### config.mk
export PLATFORM = sky130hd
export DESIGN_NAME = datapath1_ctrl
export DESIGN_NICKNAME = d
export VERILOG_FILES = /design/src/rtl/datapath_pkg.sv /design/src/rtl/datapath1_ctrl_instr_decode.sv /design/src/rtl/datapath1_ctrl.sv
export SDC_FILE = /design/constraint.sdc
export NUM_CORES = 1
export LEC_CHECK = 0
export CORE_MARGIN = 2
export CORE_UTILIZATION = 30
export DETAILED_ROUTE_END_ITERATION = 7
export PLACE_DENSITY = 0.6
export SYNTH_ARGS = -nofsm -noshare
export SYNTH_HDL_FRONTEND = slang
export SYNTH_SLANG_ARGS = --single-unit
export TNS_END_PERCENT = 5
### constraint.sdc
create_clock -name i_CLK -period 6.2 [get_ports i_CLK]
set_clock_uncertainty 0.15 [all_clocks]
set_input_delay 1.24 -clock i_CLK [delete_from_list [all_inputs] [get_ports i_CLK]]
set_output_delay 1.24 -clock i_CLK [all_outputs]
set_load 0.1 [all_outputs]
### src/rtl/datapath_pkg.sv
// Shared definitions for the datapath1 issue controller: instruction field
// layout, opcode values, FSM state encoding and the decoded-instruction bundle.
package datapath_pkg;

  // Instruction field bit positions
  localparam int OP_HI  = 31;
  localparam int OP_LO  = 29;
  localparam int RD_HI  = 25;
  localparam int RD_LO  = 21;
  localparam int RS_HI  = 20;
  localparam int RS_LO  = 16;
  localparam int RT_HI  = 15;
  localparam int RT_LO  = 11;
  localparam int IMM_HI = 15;
  localparam int IMM_LO = 0;

  localparam int OP_W  = OP_HI - OP_LO + 1;
  localparam int REG_W = RD_HI - RD_LO + 1;
  localparam int IMM_W = IMM_HI - IMM_LO + 1;

  // Opcodes; 3'b101..3'b111 are illegal
  localparam logic [OP_W-1:0] OPC_NOP  = 3'b000;
  localparam logic [OP_W-1:0] OPC_ADD  = 3'b001;
  localparam logic [OP_W-1:0] OPC_SUB  = 3'b010;
  localparam logic [OP_W-1:0] OPC_ADDI = 3'b011;
  localparam logic [OP_W-1:0] OPC_SUBI = 3'b100;

  // Controller states
  typedef enum logic [1:0] {
    ST_IDLE = 2'd0,
    ST_EXEC = 2'd1,
    ST_HALT = 2'd2
  } state_e;

  // Everything the controller needs to know about the instruction in IR
  typedef struct packed {
    logic [REG_W-1:0] rd;
    logic [REG_W-1:0] rs;
    logic [REG_W-1:0] rt;
    logic [IMM_W-1:0] imm;
    logic             alu_src;
    logic             add_sub;
    logic             writes;
    logic             is_arith;
    logic             illegal;
  } dec_t;

  // True for the four arithmetic opcodes (ADD/SUB/ADDI/SUBI)
  function automatic logic op_is_arith(input logic [OP_W-1:0] op);
    return (op == OPC_ADD) || (op == OPC_SUB) ||
           (op == OPC_ADDI) || (op == OPC_SUBI);
  endfunction

endpackage

### src/rtl/datapath1_ctrl_instr_decode.sv
// Purely combinational decode of the instruction register into datapath
// control fields and classification bits.
module instr_decode
  import datapath_pkg::*;
(
  input  logic [31:0] ir_i,
  output dec_t        dec_o
);

  logic [OP_W-1:0] op;
  logic            unused_bits;

  assign op          = ir_i[OP_HI:OP_LO];
  // Bits [28:26] carry no meaning in this instruction format.
  assign unused_bits = ^ir_i[28:26];

  // Field extraction plus opcode classification
  always_comb begin
    dec_o          = '0;
    dec_o.rd       = ir_i[RD_HI:RD_LO];
    dec_o.rs       = ir_i[RS_HI:RS_LO];
    dec_o.rt       = ir_i[RT_HI:RT_LO];
    dec_o.imm      = ir_i[IMM_HI:IMM_LO];
    dec_o.is_arith = op_is_arith(op);
    // Every arithmetic instruction writes rd; NOP and illegal ones never do.
    dec_o.writes   = dec_o.is_arith;
    dec_o.illegal  = !dec_o.is_arith && (op != OPC_NOP);
    case (op)
      OPC_ADD:  begin dec_o.alu_src = 1'b0; dec_o.add_sub = 1'b0; end
      OPC_SUB:  begin dec_o.alu_src = 1'b0; dec_o.add_sub = 1'b1; end
      OPC_ADDI: begin dec_o.alu_src = 1'b1; dec_o.add_sub = 1'b0; end
      OPC_SUBI: begin dec_o.alu_src = 1'b1; dec_o.add_sub = 1'b1; end
      default:  begin dec_o.alu_src = 1'b0; dec_o.add_sub = 1'b0; end
    endcase
  end

endmodule

### src/rtl/datapath1_ctrl.sv
// Instruction issue controller for datapath1: accepts instructions over a
// valid/ready handshake, holds them in IR for a single EXEC cycle while the
// datapath computes, captures carry/overflow status, and halts on illegal
// opcodes or (optionally) on arithmetic overflow.
module datapath1_ctrl
  import datapath_pkg::*;
#(
  parameter bit TRAP_ON_OVF = 1'b1,
  parameter int CNT_W       = 16
) (
  input  logic             i_CLK,
  input  logic             i_RST,
  input  logic [31:0]      i_Instr,
  input  logic             i_Valid,
  output logic             o_Ready,
  input  logic             i_Clear,
  input  logic             i_Cout,
  input  logic             i_Overflow,
  output logic [4:0]       o_RA0,
  output logic [4:0]       o_RA1,
  output logic [4:0]       o_WA,
  output logic [15:0]      o_Im,
  output logic             o_ALUSrc,
  output logic             o_AddSub,
  output logic             o_WE,
  output logic             o_Carry,
  output logic             o_Ovf,
  output logic             o_OvfSticky,
  output logic             o_Halt,
  output logic             o_Illegal,
  output logic [CNT_W-1:0] o_Retired
);

  state_e           state_q, state_d;
  logic [31:0]      ir_q, ir_d;
  logic             carry_q, carry_d;
  logic             ovf_q, ovf_d;
  logic             sticky_q, sticky_d;
  logic             illegal_q, illegal_d;
  logic [CNT_W-1:0] retired_q, retired_d;

  dec_t             dec;
  logic             in_exec;
  logic             accept;
  logic             ovf_trap;

  instr_decode u_decode (
    .ir_i  (ir_q),
    .dec_o (dec)
  );

  assign in_exec  = (state_q == ST_EXEC);
  assign accept   = (state_q == ST_IDLE) && i_Valid;
  assign ovf_trap = TRAP_ON_OVF && dec.is_arith && i_Overflow;

  // Decoded datapath controls come straight from IR in every state
  always_comb begin
    o_RA0    = dec.rs;
    o_RA1    = dec.rt;
    o_WA     = dec.rd;
    o_Im     = dec.imm;
    o_ALUSrc = dec.alu_src;
    o_AddSub = dec.add_sub;
  end

  // FSM next-state and state-derived outputs
  always_comb begin
    state_d = state_q;
    o_Ready = 1'b0;
    o_WE    = 1'b0;
    o_Halt  = 1'b0;
    case (state_q)
      ST_IDLE: begin
        o_Ready = 1'b1;
        if (i_Valid) state_d = ST_EXEC;
      end
      ST_EXEC: begin
        // An overflow trap still lets the faulting write land.
        o_WE = dec.writes && !dec.illegal;
        if (dec.illegal || ovf_trap) state_d = ST_HALT;
        else                         state_d = ST_IDLE;
      end
      ST_HALT: begin
        o_Halt = 1'b1;
        if (i_Clear) state_d = ST_IDLE;
      end
      default: state_d = ST_IDLE;
    endcase
  end

  // IR, status flags and retire counter next-state
  always_comb begin
    ir_d      = ir_q;
    carry_d   = carry_q;
    ovf_d     = ovf_q;
    sticky_d  = sticky_q;
    illegal_d = illegal_q;
    retired_d = retired_q;

    if (accept) ir_d = i_Instr;

    if (in_exec && !dec.illegal) retired_d = retired_q + CNT_W'(1);

    if (in_exec && dec.is_arith) begin
      carry_d  = i_Cout;
      ovf_d    = i_Overflow;
      sticky_d = sticky_q | i_Overflow;
    end

    if (in_exec && dec.illegal) illegal_d = 1'b1;

    // Clear always wins over a same-cycle overflow for the sticky bit; it
    // only drops the illegal marker when leaving HALT.
    if (i_Clear) sticky_d = 1'b0;
    if ((state_q == ST_HALT) && i_Clear) illegal_d = 1'b0;
  end

  // State and register update; reset aborts any in-flight instruction
  always_ff @(posedge i_CLK) begin
    if (i_RST) begin
      state_q   <= ST_IDLE;
      ir_q      <= '0;
      carry_q   <= 1'b0;
      ovf_q     <= 1'b0;
      sticky_q  <= 1'b0;
      illegal_q <= 1'b0;
      retired_q <= '0;
    end else begin
      state_q   <= state_d;
      ir_q      <= ir_d;
      carry_q   <= carry_d;
      ovf_q     <= ovf_d;
      sticky_q  <= sticky_d;
      illegal_q <= illegal_d;
      retired_q <= retired_d;
    end
  end

  assign o_Carry     = carry_q;
  assign o_Ovf       = ovf_q;
  assign o_OvfSticky = sticky_q;
  assign o_Illegal   = illegal_q;
  assign o_Retired   = retired_q;

endmodule

# Word level (Yosys, flattened, before mapping)
# Index checks and enable logic that the tools add are counted.
[totals]
regBits = 54
elab_cells = 44
[classes]
n_eq_ne = 8
bitwise = 1
n_reduce_logical = 19
muxes = 8
addsub = 1
[op_table]
columns = ["op", "count"]
rows = [
  ["$add A16 B1 Y16 const B", 1],
  ["$pmux W2 S3", 2],
  ["$logic_and A1 B1 Y1", 8],
  ["$eq A3 B2 Y1 const B", 2],
  ["$mux W2", 3],
  ["$logic_or A1 B1 Y1", 4],
  ["$ne A2 B2 Y1 const B", 2],
  ["$reduce_or A2 Y1", 2],
  ["$eq A3 B1 Y1 const B", 1],
  ["$eq A3 B3 Y1 const B", 1],
  ["$mux W1", 3],
  ["$reduce_bool A3 Y1", 1],
  ["$eq A2 B1 Y1 const B", 1],
  ["$eq A2 B2 Y1 const B", 1],
  ["$logic_not A1 Y1", 2],
  ["$logic_not A2 Y1", 1],
  ["$reduce_and A2 Y1", 1],
  ["$or A1 B1 Y1", 1],
]

# Depth between registers and ports, before layout
# Gate-level depths: netlist of run 1.
[depth]
depth_word = 9
ltp_mapped = 6
ltp_nobuf = 5

# Cells and area by module
# A second synthesis of run 1 with hierarchy kept.
[hier_totals]
cells_unflattened = 293
hier_area_um2 = 2362.3
[by_module_without_submodules]
columns = ["mod", "cells_each", "instances", "seq_area_each_um2", "area_each_um2"]
rows = [
  ["datapath1_ctrl", 253, 1, 1081.0, 2075.7],
  ["instr_decode", 40, 1, 0.0, 286.5],
]

# Worst setup path before layout of run 1
# No wires, ideal clock.
[synth_timing]
path_kind = "register -> output"
from = "register ir_q[31]"
to = "output o_ALUSrc"
path_stages_with_launch = 3
slack_ns = 2.219
t_required_ns = 4.810
arrival_time_ns = 2.591
cell_sequence = "dfxtp_1 > clkbuf_1 > o21ai_0"
[synth_between]
elab_chain_cells = 2
[synth_lines]
columns = ["item", "line", "text"]
rows = [
  ["from (decl)", "datapath1_ctrl.sv:35", "logic [31:0] ir_q, ir_d;"],
  ["from (signal assigned)", "datapath1_ctrl.sv:130", "ir_q <= ir_d;"],
  ["$eq A3 B3 Y1 / $eq A3 B2 Y1 (equally long branches)", "datapath1_ctrl_instr_decode.sv:28", "case (op)"],
  ["$pmux W2 S3 *", "datapath1_ctrl_instr_decode.sv:28", ""],
  ["to (decl)", "datapath1_ctrl.sv:23", "output logic o_ALUSrc,"],
]
# Mark *: on every way between the ends. The rest lies on a longest branch, timed or not.

# Final worst setup path of run 1
[layout_timing]
from = "register state_q[0]"
to = "output o_WE"
[layout_between]
elab_chain_cells = 2
[layout_lines]
columns = ["item", "line", "text"]
rows = [
  ["from (decl)", "datapath1_ctrl.sv:34", "state_e state_q, state_d;"],
  ["from (signal assigned)", "datapath1_ctrl.sv:129", "state_q <= state_d;"],
  ["$eq A2 B1 Y1", "datapath1_ctrl.sv:72", "case (state_q)"],
  ["$mux W1", "datapath1_ctrl.sv:72", ""],
  ["to (decl)", "datapath1_ctrl.sv:25", "output logic o_WE,"],
]
# Every way passes these cells.

==> flow_metrics.tcl, run 1 <==
set metrics [dict create \
    swShare 0.364 \
    post_cts_resized 0 \
    crit_path_start_kind "register" \
    end_kind "output pin" \
    setup_tns_ns 0 \
    yosysUniqueCellTypes 34 \
    seqPwrFrac 0.468 \
    row_count 31 \
    worst_slew_pin_slew_ns 1.04 \
    yosysWarnings 0 \
    grt_pass1_vias 1904 \
    syn_inst 282 \
    seq_area_frac_synth 0.449 \
    dpl.hpwl_um 3620 \
    diodes 0 \
    ys_top_cells_by_area "dfxtp_1 (45%), nand2_1 (11%), buf_4 (11%), a21oi_1 (8.8%), xor2_1 (2.7%)" \
    wl_um 5280 \
    cts_tree "done" \
    worst_slack_ns 2.21 \
    worstPathArrival_ns 2.60 \
    ant_nets 0 \
    mostFrequentLayoutCells "clkdlybuf4s50_1 (89), nand2_1 (67), dfxtp_1 (51), a21oi_1 (40), nor2_1 (14)" \
    numCtsBuffers 5 \
    crit_fanout 7 \
    finalSetupViolations 0 \
    ios 94 \
    post-route-min-period_ns 3.99 \
    relSlewSlack 0.304 \
    min_period_over_period 0.643 \
    clk_latency_ns 0.30 \
    first_pass_iters 5 \
    nNetsFinal 370 \
    synth_fp_nets 321 \
    leakage_nw 1.07 \
    clk_path_buf_depth 2 \
    fp.dieW_um 91.1 \
    vias 1984 \
    hp-class "register to register" \
    drive_gt1_frac 0.0422 \
    seqCellArea_um2 1020 \
    rsz0062_at_grt "false" \
    finalWeightedCongestion 0.740 \
    fin_util 0.420 \
    h-tree-depth 2 \
    drv_cap 0 \
    power_density_nw_per_um2 244 \
    die_area_um2 8300 \
    layout_commonest_cell "clkdlybuf4s50_1" \
    ff2ff_path_depth 4 \
    clock_sinks 51 \
    hold_viol 0 \
    finish.instance_area_um2 3070 \
    nFillCells 786 \
    grt-ovfl-total 0 \
    outcome "complete, no violations" \
    postCtsHoldBufs 0 \
    drt_iter0_drc 88 \
    power_frac_comb 0.279 \
    die_h_um 91.1 \
    via_per_inst 4.60 \
    cts-root-buf "clkbuf_8" \
    core_area_um2 7290 \
    synth_area_leader_cell "dfxtp_1" \
    wire_per_inst_um 12.2 \
    place_ws_ns 2.55 \
    grt_pass1_wl_um 8910 \
    initial_utilization 0.312 \
    worstPathRequired_ns 4.81 \
    cts_setup_buffers 0 \
    area_growth_pct 34.7 \
    p_sw_mw 0.273 \
    synth-seq-cells 51 \
    fmax_mhz 251 \
    drv_slew 0 \
    remaining_drc_errors 0 \
    track_usage 0.130 \
    grt_max_degree 52 \
    avgSynthCellArea_um2 8.07 \
    ir_drop_v 0.0000884 \
    syn-cell-area_um2 2280 \
    crit_type "register to output pin" \
    place_area_um2 2980 \
    whs_ns 0.306 \
    grt_antenna_before_repair 0 \
    p_int_mw 0.477 \
    holdPathStages 2 \
    clk_pin_slew_ns 0.09 \
    synth_top_area_frac 0.449 \
    clock_power_share 0.253 \
    portBuffers 90 \
    multi_input_area_um2 921 \
]
-- flip-flops by register name (all words and copies together) (netlist names) --
name and flops:
ir_q 29, o_Carry 1, o_Illegal 1, o_Ovf 1, o_OvfSticky 1, o_Retired 16
state_q 2
-- stage by stage --
stage | power (mW) | cells
after floorplan | 0.527 | 282
after global placement | 0.568 | 423
after detailed placement | 0.569 | 423
after CTS | 0.764 | 431
after global routing | 0.785 | 431
final | 0.749 | 431
-- worst max-delay path, stage by stage, from the launching register on --
cell	delay (ns)
dfxtp_1	0.42
nor2b_1	0.40
nand3_1	0.23
inv_1	0.11
clkdlybuf4s50_1	1.13
-- synth_stat cells --
library cell / n
buf_4: 32
nor2b_1: 3
o31ai_1: 5
and4b_1: 1
o21a_4: 1
a2bb2oi_1: 1
a211oi_1: 1
or3_2: 2
ha_1: 1
mux2i_1: 1
nand4b_1: 1
and4_1: 1
nand3_1: 8
buf_1: 2
nand4_1: 4
clkbuf_1: 12
nand2b_1: 1
xnor2_1: 2
or2_2: 1
or3_4: 1
xor2_1: 7
nor4_1: 1
a21oi_1: 40
nor2_1: 14
dfxtp_1: 51
or4_1: 5
or3_1: 1
o21ai_2: 1
o21ai_0: 5
and3_1: 1
nand2_1: 67
inv_1: 5
buf_6: 2
and2_1: 1
-- layer usage --
metal / vias to the layer above / track usage / wire [µm]
met5: - / 0 / 0
met3: 9 / 0.0423 / 323
met4: 0 / 0.0354 / 69
li1: 1002 / - / -
met2: 63 / 0.212 / 2430
met1: 910 / 0.166 / 2460
-- path summary, 6_finish.rpt --
check | to | start | slack, ns
min reg2reg | ir_q[2] | ir_q[2] | 0.31
max reg2reg | o_Retired[13] | o_Retired[3] | 4.13
max | o_WE | state_q[0] | 2.21
min | ir_q[2] | ir_q[2] | 0.31
-- layout make-up --
class	instances	area share
clock inverters	2	0.00408
clock buffers	6	0.0237
repair buffers	90	0.292
multi-input cells	178	0.300
well taps	99	0.0404
flip-flops and latches	51	0.333
inverters	5	0.00612
-- power groups by stage --
stage	Sequential, mW	Combinational [mW]	Clock [mW]
floorplan	0.366	0.161	0
global placement	0.358	0.210	0
detailed placement	0.359	0.210	0
CTS	0.351	0.211	0.202
global route	0.354	0.219	0.213
finish	0.351	0.209	0.189
-- logic make-up after synthesis --
group	Yosys count	share of synthesized area
multiplexers	1	0.00440
AO/OA/AOI/OAI	54	0.133
adder cells (fa/ha/maj)	1	0.00550
AND/OR/NAND/NOR	113	0.227
flip-flops	51	0.449
buffers and inverters	53	0.147
XOR/XNOR	9	0.0346
No activity file was read; power rests on OpenSTA's default activity.
==> run 2: changes to the inputs <==
- PLACE_DENSITY: 0.6 -> 0.62
- clock period: 6.2 -> 3.4 ns (I/O delays scaled with it)
==> flow_metrics.tcl, run 2 (synthesis results as in run 1) <==
set metrics [dict create \
    crit_fanout 7 \
    clk_pin_slew_ns 0.09 \
    place_area_um2 2860 \
    ff2ff_path_depth 4 \
    clk_latency_ns 0.30 \
    diodes 0 \
    grt_antenna_before_repair 0 \
    wire_per_inst_um 12.0 \
    setup_tns_ns 0 \
    rsz0062_at_grt "false" \
    leakage_nw 1.19 \
    crit_type "register to output pin" \
    grt_pass1_wl_um 8430 \
    hp-class "register to register" \
    ios 94 \
    postCtsHoldBufs 0 \
    clk_path_buf_depth 2 \
    fp.dieW_um 91.1 \
    end_kind "output pin" \
    worstPathRequired_ns 2.57 \
    ir_drop_v 0.000209 \
    whs_ns 0.308 \
    h-tree-depth 2 \
    numCtsBuffers 5 \
    die_h_um 91.1 \
    outcome "complete, no violations" \
    finish.instance_area_um2 2940 \
    drv_cap 0 \
    worstReg2RegEnd "o_Retired[14]" \
    clock_sinks 51 \
    top_layer_used "met4" \
    first_pass_iters 4 \
    worst_slew_pin_slew_ns 0.935 \
    core_area_um2 7290 \
    mostFrequentLayoutCells "nand2_1 (67), buf_4 (58), dfxtp_1 (51), a21oi_1 (40), clkdlybuf4s50_1 (33)" \
    drv_slew 0 \
    fmax_mhz 381 \
    wl_met3_um 392 \
    via_per_inst 4.48 \
    drive_gt1_frac 0.216 \
    portBuffers 90 \
    wl_um 5180 \
    grt_max_degree 52 \
    holdPathStages 2 \
    vias 1942 \
    nFillCells 750 \
    ant_nets 0 \
    finalSetupViolations 0 \
    largest_reg_flops 29 \
    die_area_um2 8300 \
    initial_utilization 0.312 \
    met1_length_um 2380 \
    grt-ovfl-total 0 \
    min_from "ir_q[6]" \
    drt_iter0_drc 54 \
    r2r_start "o_Retired[3]" \
    cts_tree "done" \
    area_growth_pct 29.2 \
    relSlewSlack 0.377 \
    critPathLaunch "state_q[0]" \
    nNetsFinal 372 \
    regMostFlops "ir_q" \
    worstPathArrival_ns 1.79 \
    cts-root-buf "clkbuf_8" \
    wl_met2_um 2380 \
    track_usage 0.122 \
    ff2ff_setup_slack_ns 1.33 \
    finalWeightedCongestion 0.766 \
    row_count 31 \
    cts_setup_buffers 0 \
    fin_util 0.403 \
    post-route-min-period_ns 2.62 \
    power_mw 1.35 \
    min_period_over_period 0.771 \
    dpl.hpwl_um 3580 \
    holdPathEnd "ir_q[6]" \
    crit_path_start_kind "register" \
    remaining_drc_errors 0 \
    hold_viol 0 \
    layout_commonest_cell "nand2_1" \
    post_cts_resized 0 \
    grt_pass1_vias 1765 \
    power_density_nw_per_um2 460 \
]
## run 2: cell count changes in the layout (fill, tap and decap cells not counted)
cell	change
o21ai_0	-1
clkdlybuf4s50_1	-56
o21ai_1	+1
buf_4	+58
## run 2: layout make-up
| class | count | area [µm²] | share of cell area |
|---|---|---|---|
| Sequential cell | 51 | 1020 | 0.347 |
| Tap cell | 99 | 124 | 0.0421 |
| Timing Repair Buffer | 92 | 771 | 0.262 |
| Inverter | 5 | 18.8 | 0.00638 |
| Clock inverter | 2 | 12.5 | 0.00426 |
| Multi-Input combinational cell | 178 | 921 | 0.313 |
| Clock buffer | 6 | 72.6 | 0.0247 |
## run 2: report_power, final
part | leakage, nW | internal (mW) | switching (mW)
registers | 0.416 | 0.622 | 0.0189
logic | 0.729 | 0.0943 | 0.278
clock network | 0.0412 | 0.144 | 0.194
total | 1.19 | 0.861 | 0.491
## run 2: per-stage QoR
| stage | std cells | setup WS [ns] |
|---|---|---|
| 4_1_cts | 433 | 0.774 |
| 3_5_place_dp | 425 | 1.06 |
| 3_3_place_gp | 425 | 1.05 |
| 6_report | 433 | 0.778 |
| 2_1_floorplan | 282 | 0.515 |
| 5_1_grt | 433 | 0.660 |
## run 2: worst max-delay path: stages, from the launching register on
cell and delay [ns]:
dfxtp_1 0.44, nor2b_1 0.42, nand3_1 0.24, inv_1 0.11, buf_4 0.29
## run 2: worst max-delay path by stage
| stage | end | slack, ns | depth (start not counted) |
|---|---|---|---|
| 2_1_floorplan | ir_q[20] | 0.52 | 6 |
| 3_3_place_gp | ir_q[13] | 1.05 | 5 |
| 3_5_place_dp | ir_q[31] | 1.06 | 5 |
| 4_1_cts | o_WE | 0.77 | 4 |
| 5_1_grt | o_WE | 0.66 | 4 |
| 6_report | o_WE | 0.78 | 4 |
## run 2: routing by layer
| metal | track usage | vias up |
|---|---|---|
| met5 | 0 | - |
| met3 | 0.0407 | 4 |
| met1 | 0.158 | 874 |
| met4 | 0.0265 | 0 |
| li1 | - | 1004 |
| met2 | 0.198 | 60 |
